==> config.mk <==
export PLATFORM = sky130hd
export DESIGN_NAME = undiff_word_seq_flat
export DESIGN_NICKNAME = d
export VERILOG_FILES = /design/src/rtl/diff_pkg.sv /design/src/rtl/undiff_word_seq_if.sv /design/src/rtl/diff_chunk_acc.sv /design/src/rtl/undiff_word_seq.sv /design/src/flat_wrapper.sv
export SDC_FILE = /design/constraint.sdc
export NUM_CORES = 1
export LEC_CHECK = 0
export ABC_AREA = 1
export BUFFER_PORTS_ARGS = -buffer_cell sky130_fd_sc_hd__buf_2
export CAP_MARGIN = 20
export CORE_MARGIN = 5
export CORE_UTILIZATION = 40
export DETAILED_ROUTE_END_ITERATION = 6
export GPL_TIMING_DRIVEN = 0
export SYNTH_ARGS = -nofsm -noshare
export SYNTH_HDL_FRONTEND = slang
export SYNTH_SLANG_ARGS = --single-unit
==> constraint.sdc <==
create_clock -name clk -period 32.5 [get_ports clk]
set_input_delay 4.875 -clock clk [delete_from_list [all_inputs] [get_ports clk]]
set_output_delay 4.875 -clock clk [all_outputs]
set_load 0.1 [all_outputs]
==> src/rtl/diff_pkg.sv <==
// Shared types and mod-4 arithmetic for the differential word encoder/decoder pair.
// Pure declarations, no latency.
// No handshake; consumers own their own flow control.
package diff_pkg;

    typedef logic [1:0] digit_t;

    typedef enum logic [1:0] {
        ST_IDLE = 2'd0,
        ST_RUN  = 2'd1,
        ST_DONE = 2'd2
    } state_t;

    // Sum of two base-4 digits; the 2-bit result drops any carry, giving mod 4.
    function automatic digit_t mod4_add(input digit_t a, input digit_t b);
        return a + b;
    endfunction

endpackage

==> src/rtl/undiff_word_seq_if.sv <==
// Word-in / word-out handshake bundle for the sequential differential decoder.
// No logic, no latency.
// Valid/ready on both sides; master is the producer/consumer, slave is the decoder.
interface undiff_word_seq_if #(
    parameter int N = 100
);
    logic           in_valid;
    logic           in_ready;
    logic [2*N-1:0] word_in;
    logic           out_valid;
    logic           out_ready;
    logic [2*N-1:0] word_out;
    logic           busy;

    modport master (
        output in_valid, word_in, out_ready,
        input  in_ready, out_valid, word_out, busy
    );

    modport slave (
        input  in_valid, word_in, out_ready,
        output in_ready, out_valid, word_out, busy
    );
endinterface

==> src/rtl/diff_chunk_acc.sv <==
// Running mod-4 prefix sum over P digits, most significant digit first, seeded by i_acc.
// Purely combinational, zero latency.
// No handshake; the caller decides when to sample the result.
module diff_chunk_acc
    import diff_pkg::*;
#(
    parameter int P = 4
) (
    input  digit_t         i_acc,
    input  logic [2*P-1:0] i_dig,
    output logic [2*P-1:0] o_dig,
    output digit_t         o_acc
);

    digit_t w_run;

    // Chain the digits from the top down; each decoded digit seeds the next one.
    always_comb begin
        w_run = i_acc;
        o_dig = '0;
        for (int j = P - 1; j >= 0; j--) begin
            w_run             = mod4_add(w_run, i_dig[2*j +: 2]);
            o_dig[2*j +: 2]   = w_run;
        end
        o_acc = w_run;
    end

endmodule

==> src/rtl/undiff_word_seq.sv <==
// Sequential differential-word decoder: P base-4 digits per cycle, MSB chunk first.
// Latency N/P cycles from acceptance to out_valid; one word in flight at a time.
// in_ready only in IDLE; result held in DONE until out_ready, then back to IDLE.
module undiff_word_seq
    import diff_pkg::*;
#(
    parameter int N = 100,
    parameter int P = 4
) (
    input  logic                clk,
    input  logic                rst,
    undiff_word_seq_if.slave    bus
);

    localparam int             NC   = N / P;
    localparam int             CW   = $clog2(NC + 1);
    localparam logic [CW-1:0]  LAST = CW'(NC - 1);

    generate
        if (P < 1 || (N % P) != 0) begin : g_bad_cfg
            $error("undiff_word_seq: N must be a positive multiple of P");
        end
    endgenerate

    state_t          r_state;
    state_t          w_next;
    logic [2*N-1:0]  r_cap;
    logic [2*N-1:0]  r_res;
    logic [2*N-1:0]  r_word_out;
    logic [2*N-1:0]  w_res_next;
    digit_t          r_acc;
    digit_t          w_acc_next;
    logic [CW-1:0]   r_cnt;
    logic [2*P-1:0]  w_chunk_out;
    logic            w_accept;
    logic            w_last;
    logic            w_deliver;

    assign w_accept  = bus.in_valid && bus.in_ready;
    assign w_last    = (r_state == ST_RUN) && (r_cnt == LAST);
    assign w_deliver = bus.out_valid && bus.out_ready;

    // The capture register is shifted left each RUN cycle, so the next chunk is always at the top.
    diff_chunk_acc #(.P(P)) u_chunk (
        .i_acc (r_acc),
        .i_dig (r_cap[2*N-1 -: 2*P]),
        .o_dig (w_chunk_out),
        .o_acc (w_acc_next)
    );

    // Decoded chunks enter at the bottom and migrate up; after NC chunks the first one sits at the MSBs.
    assign w_res_next = (r_res << (2*P)) | (2*N)'(w_chunk_out);

    // State register.
    always_ff @(posedge clk or posedge rst) begin
        if (rst) r_state <= ST_IDLE;
        else     r_state <= w_next;
    end

    // Next-state decode.
    always_comb begin
        w_next = r_state;
        case (r_state)
            ST_IDLE: if (w_accept)  w_next = ST_RUN;
            ST_RUN:  if (w_last)    w_next = ST_DONE;
            ST_DONE: if (w_deliver) w_next = ST_IDLE;
            default:                w_next = ST_IDLE;
        endcase
    end

    // Handshake and status outputs follow the state directly.
    always_comb begin
        bus.in_ready  = (r_state == ST_IDLE);
        bus.out_valid = (r_state == ST_DONE);
        bus.busy      = (r_state == ST_RUN) || (r_state == ST_DONE);
    end

    assign bus.word_out = r_word_out;

    // Datapath: capture on acceptance, decode one chunk per RUN cycle, publish on the final chunk.
    always_ff @(posedge clk or posedge rst) begin
        if (rst) begin
            r_cap      <= '0;
            r_res      <= '0;
            r_word_out <= '0;
            r_acc      <= '0;
            r_cnt      <= '0;
        end else begin
            if (r_state == ST_IDLE && w_accept) begin
                r_cap <= bus.word_in;
                r_res <= '0;
                r_acc <= '0;
                r_cnt <= '0;
            end else if (r_state == ST_RUN) begin
                r_cap <= r_cap << (2*P);
                r_res <= w_res_next;
                r_acc <= w_acc_next;
                if (w_last) r_word_out <= w_res_next;
                else        r_cnt      <= r_cnt + CW'(1);
            end
        end
    end

endmodule

==> src/flat_wrapper.sv <==
// flat-port wrapper written by rule: the top's interface ports become plain ports
module undiff_word_seq_flat import diff_pkg::*;
#(
    parameter int N = 100,
    parameter int P = 4
)
  (clk, rst, bus_in_valid, bus_word_in, bus_out_ready, bus_in_ready, bus_out_valid, bus_word_out, bus_busy);
  undiff_word_seq_if #(.N(N)) bus_i ();
  input  logic clk;
  input  logic rst;
  input wire logic [$bits(bus_i.in_valid)-1:0] bus_in_valid;
  input wire logic [$bits(bus_i.word_in)-1:0] bus_word_in;
  input wire logic [$bits(bus_i.out_ready)-1:0] bus_out_ready;
  output wire logic [$bits(bus_i.in_ready)-1:0] bus_in_ready;
  output wire logic [$bits(bus_i.out_valid)-1:0] bus_out_valid;
  output wire logic [$bits(bus_i.word_out)-1:0] bus_word_out;
  output wire logic [$bits(bus_i.busy)-1:0] bus_busy;
  assign bus_i.in_valid = bus_in_valid;
  assign bus_i.word_in = bus_word_in;
  assign bus_i.out_ready = bus_out_ready;
  assign bus_in_ready = bus_i.in_ready;
  assign bus_out_valid = bus_i.out_valid;
  assign bus_word_out = bus_i.word_out;
  assign bus_busy = bus_i.busy;
  undiff_word_seq #(.N(N), .P(P)) u_core (.clk(clk), .rst(rst), .bus(bus_i));
endmodule
==> results of run 1 <==
==> final timing paths <==
check                      cells after the start                  endpoint  slack [ns]                     start
min                                            2  u_core.bus.word_out[146]        0.48  u_core.bus.word_out[146]
max                                            5          u_core.r_res[39]       25.89                       rst
min in group asynchronous                      2  u_core.bus.word_out[171]        4.39                       rst
max in group clk                               3                  bus_busy       25.89         u_core.r_state[1]
max reg2reg                                    9          u_core.r_res[52]       29.96         u_core.r_state[1]
min reg2reg                                    2  u_core.bus.word_out[146]        0.48  u_core.bus.word_out[146]
==> flip-flops by register name, summed over array words and instances, names as in the netlist <==
| register | count |
|---|---|
| u_core.r_state | 2 |
| u_core.r_res | 191 |
| u_core.bus.word_out | 200 |
| u_core.r_cnt | 5 |
| u_core.r_cap | 200 |
| u_core.r_acc | 1 |
==> routing by layer <==
layer,vias to the layer above,share of wire (%),global-route usage [%]
met5,-,0.26,0
met4,30,2.6,6.522
met3,132,5.8,4.877
met2,457,48,34.57
met1,8888,43,28.24
li1,8414,-,-
==> area by class of cell <==
type                            count  area share, %
Antenna cell                        4        0.03531
Buffer                            149          2.397
Clock buffer                       91          6.771
Clock inverter                     25          1.042
Inverter                          401          5.337
Multi-Input combinational cell   1070          20.60
Sequential cell                   599          52.88
Tap cell                          765          3.377
Timing Repair Buffer              410          7.557
==> cells in the mapped netlist (all sizes together), types with 2 or more instances <==
master    n
a21oi     2
buf      98
clkbuf   51
dfrtp   599
ha        9
inv     401
nand2   440
nand3    11
nor2      7
nor3      2
o211ai   15
o21ai   210
o221ai  175
o22ai   191
xor2      2
==> where the power goes <==
group          internal [mW]  leakage, nW  switching (mW)
combinational          0.200         4.57           0.456
sequential             0.886         8.06          0.0408
clock                  0.462         1.10           0.304
==> critical path, cell delays in order <==
cell and delay [ns]:
buf_2 0.13, inv_8 0.45, buf_16 0.50, buf_16 0.49, buf_16 0.50
==> cell usage in the layout (no fill, tap or decap), types with 4 or more instances in the layout <==
cell type,instances
buf_16,4
buf_2,502
bufinv_16,6
clkbuf_1,62
clkbuf_16,69
clkbuf_8,11
clkinv_2,14
dfrtp_1,599
diode_2,4
ha_1,9
inv_1,395
inv_2,5
nand2_1,440
nand3_1,11
nor2_1,4
o211ai_1,15
o21ai_0,26
o21ai_1,184
o221ai_1,175
o22ai_1,191
==> cell families (layout without fill, tap and decap cells) <==
family,count (synthesis),after routing,synth area share [%]
fa+ha+maj,9,9,0.4893
simple gates,461,461,7.677
xor+xnor,3,3,0.1142
flops,599,599,65.13
compound gates,597,597,17.09
other cells,0,4,0
buf+inv,550,1076,9.493
==> through the flow <==
step / util [%] / worst slack, ns / area [um2] / total power, mW
6_report: 49.41 / 25.89 / 28340 / 2.348
5_1_grt: 49.41 / 25.47 / 28340 / 2.482
4_1_cts: 49.39 / 25.79 / 28330 / 2.368
3_5_place_dp: 45.53 / 25.15 / 26120 / 1.597
3_3_place_gp: 45.33 / 5.176 / 26000 / 1.581
2_1_floorplan: - / 10.86 / 23010 / 1.392
==> results.md, run 1 <==
- H-tree level count: 3
- Total of warnings raised by yosys: 0
- Hold Crit Class: flop to flop
- Global-route wire length before repair: approximately 110000 um
- Outcome: finished clean
- Synth area leaders: dfrtp_1, nand2_1, o221ai_1, inv_1, o22ai_1
- Area Growth Syn to Fin: 23.17%
- Yosys top cell by area: dfrtp_1
- DRT Pass-1 Iters: 5
- Seq. cell area: 14990 um2
- Static Leakage: ~14 nW
- Ys flop type: dfrtp_1
- Vias: between 15000 and 20000
- Seq cells post-synth: 599
- Vias in the first global route: 18770
- Root Driver: clkbuf_16
- Tmin final: 6.613 ns
- Netlist Area Pre-Place: 23010 um2
- Multi-input gate area: 5839 um2
- GRT Total Usage: approximately a fifth
- Number of vias per cell: about 5.1
- Unrepaired setup endpoints after global routing: false
- Final setup fails: 0
- Core area: roughly 57000 um2
- Initial Utilization: 40.12%
- FFs w/ async S/R, synth: 100.0%
- Row Count: between 80 and 90
- Slew @ Worst Pin: roughly 0.83 ns
- Ports: a little over 400
- Clk slew on worst S/H paths: roughly 0.06 ns
- Nets: just under 3000
- Setup TNS: 0 ns
- Clk sinks: roughly 600
- CTS tree: built
- Wire per inst: 19.05 um
- Post-CTS Setup Bufs: 0
- CTS-repair resized insts: 0
- # hold bufs at CTS: 0
- Post-synth cell types: 26
- Dpl hpwl: 49100 um
- Clock skew: ~0.022 ns
- Critical path class: input port to asynchronous set/reset pin
- Synthesized area per cell: about 10 um2
- Pwr dens: roughly 83 nW/um2
- Total gr overflow: 0
- Rel. slew slack: about 45%
- Critical path endpoint category: asynchronous set/reset pin
- Largest net degree at the start of global routing: around 130
- Area enclosed by the die boundary: about 62000 um2
- Initial drt markers: about 1100
- Synth top area share: between 60% and 70%
- Die Span X: roughly 250 um
- CP Launch Type: input port
- RD Place Congestion: 0.9201
- Filler cell count: 5366
- Post-synth EDFFs: 0
- WP data required: between 30 and 40 ns
- Peak VDD IR: ~47 uV
- Mapped Cells: between 2000 and 2500
- Die Ht: 249.9 um
- Mapped Nets: about 2400
- FMAX: ~0.15 GHz
- PortBufs: between 400 and 500
- Final Hold Vio Count: 0
- Max_cap viols: 0
- Period utilisation layout: between 20% and 30%
- Worst EP arrival: about 7.3 ns
- DRC Markers: 0
- Share of layout cells above drive strength 1: between 20% and 30%
- Skew-Pair Late Insertion Delay: 0.59 ns
- Inst Count DP: between 3000 and 4000
- Initial antenna violation count: 19
- Sequential area share after synthesis: 65.13%
- Post-Route WL: 66940 um
- Critical Path Fanout Max: ~130
- CTS buffer count: 66
- Slew Viols, Final: 0
- Worst hold margin: approximately 0.48 ns
- Final std cells w/o fill: approximately 3500
- CTS Buffer Depth: 3
- Final ANT Viol Nets: 0
No activity file was read; power rests on OpenSTA's default activity.
==> run 2: changes to the inputs <==
- ABC_AREA: 1 -> 0
- clock period: 32.5 -> 5.35 ns (I/O delays scaled with it)
==> run 2 against run 1 <==
  * Register-to-register slack got worse by 27 ns
  * Power rose to 6.6 times the previous value
  * Largest power group unchanged
  * Critical path type is now flop to flop
  * Core utilization down 0.062 points
==> results.md, run 2 <==
- Core area: about 62000 um2
- Synth cell count leaders: nand2_1, dfrtp_1, mux2i_1, o21ai_0, nor2_1
- Final setup fails: 0
- Static Leakage: 16.01 nW
- Clock skew: between 0.02 and 0.025 ns
- FMAX: roughly 0.36 GHz
- Pwr Total: 15.46 mW
- Vias: roughly 18000
- CP max stage cell: nor3_2
- Mapped Cells: 2386
- Peak VDD IR: between 300 and 400 uV
- Total gr overflow: 0
- Met3 Use GR: under 10%
- Number of vias per cell: approximately 4.9
- RD Place Congestion: around 0.91
- Setup TNS: 0 ns
- CP Launch Type: flop
- Post-CTS Setup Bufs: 0
- Global-route wire length before repair: 107200 um
- DRT Pass-1 Iters: 6
- Ports: just over 400
- Buf/Inv on CP: 4
- Yosys top cell by area: dfrtp_1
- Total of warnings raised by yosys: 0
- WP data required: ~5.9 ns
- Filler cell count: ~5700
- Met1 Use GR: between 20% and 30%
- Initial Utilization: 40.27%
- CP delay by family, top: simple AND/OR/NAND/NOR gates
- DRC Markers: 0
- Area enclosed by the die boundary: ~67000 um2
- Share of layout cells above drive strength 1: ~22%
- Sequential area share after synthesis: slightly above 60%
- Seq cells post-synth: between 500 and 600
- Crit-path max cell delay: 0.89 ns
- FFs w/ async S/R, synth: 100.0%
- Initial antenna violation count: 17
- Synth top area share: between 60% and 70%
- Unrepaired setup endpoints after global routing: false
- Final Hold Vio Count: 0
- Critical path endpoint category: flop
- Final ANT Viol Nets: 0
- CTS Buffer Depth: 3
- Post-synth cell types: 28
- Util after Layout: between 40% and 50%
- Tmin final: 2.791 ns
- Initial drt markers: ~1000
- Max_cap viols: 0
- Vias in the first global route: 19120
- Critical path class: flop to flop
- Period utilisation layout: around 52%
- Post-Route WL: 67870 um
- Place WS: roughly 2.5 ns
- Die Span X: about 260 um
- Worst EP arrival: about 3.3 ns
- Slew Viols, Final: 0
- Nets: 3089
- CTS tree: built
- Row Count: just over 90
- Top-count cell post-synth: nand2_1
- Synthesized area per cell: between 10 and 15 um2
- Ys flop type: dfrtp_1
- # hold bufs at CTS: 0
- Rel. slew slack: 25.08%
- Outcome: finished clean
- Leading cell type in the layout, fill and taps excluded: nand2_1
- Critical Path Fanout Max: 10
- Slew @ Worst Pin: about 1.1 ns
- PortBufs: just over 400
- Wire per inst: 18.01 um
- PnR worst setup slack: 2.559 ns
- Root Driver: clkbuf_16
- Area Growth Syn to Fin: 22.55%
- CTS-repair resized insts: 0
- CTS buffer count: between 60 and 70
- Largest net degree at the start of global routing: 46
- Pwr dens: between 500 and 600 nW/um2
- Most frequent cells in the layout: nand2_1, dfrtp_1, buf_2
- Die Ht: between 200 and 300 um
- Hold Crit Class: input port to asynchronous set/reset pin
- Crit-path cells: inv_1 > ha_1 > buf_2 > nand2_1 > nor3_2 > buf_2 > buf_2 > nand2_1 > nand2_1
- Met2 usage: 33.93%
- Clk sinks: 599
- Clk slew on worst S/H paths: 0.06 ns
- Post-synth EDFFs: 0
- Skew-Pair Late Insertion Delay: 0.59 ns
- Mapped Nets: between 2000 and 3000
- Synth area leaders: dfrtp_1, mux2i_1, nand2_1, o21ai_0, nor2_1
- GR peak layer: met2
- Dpl hpwl: between 50000 and 60000 um
- Netlist Area Pre-Place: about 25000 um2
- H-tree level count: 3
- GRT Total Usage: about a fifth
run 2: power breakdown:
part | switching (mW) | leakage (nW) | internal [mW] | total, mW
sequential | 0.685 | 8.01 | 5.50 | 6.18
combinational | 2.92 | 6.93 | 1.78 | 4.70
clock | 1.83 | 1.07 | 2.74 | 4.58
run 2: final cells by class:
cell class | count | area [um2] | share of cell area [%]
timing repair buffer | 421 | 2332 | 7.672
inverter | 6 | 26.28 | 0.08644
buffer | 155 | 792.0 | 2.605
multi-input combinational | 1626 | 9000 | 29.61
clock buffer | 99 | 1959 | 6.446
sequential | 599 | 14990 | 49.31
tap | 837 | 1047 | 3.445
clock inverter | 17 | 231.5 | 0.7615
antenna | 8 | 20.02 | 0.06586
run 2: per-stage QoR:
stage                     hold slack [ns]  instance area [um2]  instances
after floorplan                    0.4380                24810       2386
after global placement             0.4514                27890       3629
after detailed placement           0.4565                28190       3644
after CTS                          0.3786                30380       3760
after global routing               0.4107                30390       3763
final                              0.3916                30400       3768
run 2: worst reg2reg max path, cell delays in order, from the launching register on:
cell,delay [ns]
dfrtp_1,0.39
inv_1,0.09
ha_1,0.15
buf_2,0.19
nand2_1,0.10
nor3_2,0.89
buf_2,0.45
buf_2,0.28
nand2_1,0.12
nand2_1,0.07
run 2: worst paths after layout:
kind                                          from                  endpoint  slack [ns]  cells after the start
max                              u_core.r_state[1]  u_core.bus.word_out[108]        2.56                      9
min                                            rst         u_core.r_cap[181]        0.39                      2
max reg2reg                      u_core.r_state[1]  u_core.bus.word_out[108]        2.56                      9
min reg2reg                u_core.bus.word_out[30]   u_core.bus.word_out[30]        0.47                      2
max in group asynchronous                      rst          u_core.r_cap[80]        3.48                      6
min in group clk                  bus_word_in[119]         u_core.r_cap[119]        0.42                      3
run 2: logic make-up after synthesis:
kind of cell | count (synthesis) | share of synthesized area (%)
AO/OA/AOI/OAI | 208 | 4.247
multiplexers | 383 | 15.46
XOR/XNOR | 12 | 0.5700
AND/OR/NAND/NOR | 1014 | 15.55
flip-flops | 599 | 60.43
buffers and inverters | 161 | 3.284
adder cells (fa/ha/maj) | 9 | 0.4540
run 2: routing by layer:
metal	wire length, um	up-vias
met1	28950	8947
li1	-	8758
met4	1560	16
met5	96	-
met2	33630	446
met3	3634	113
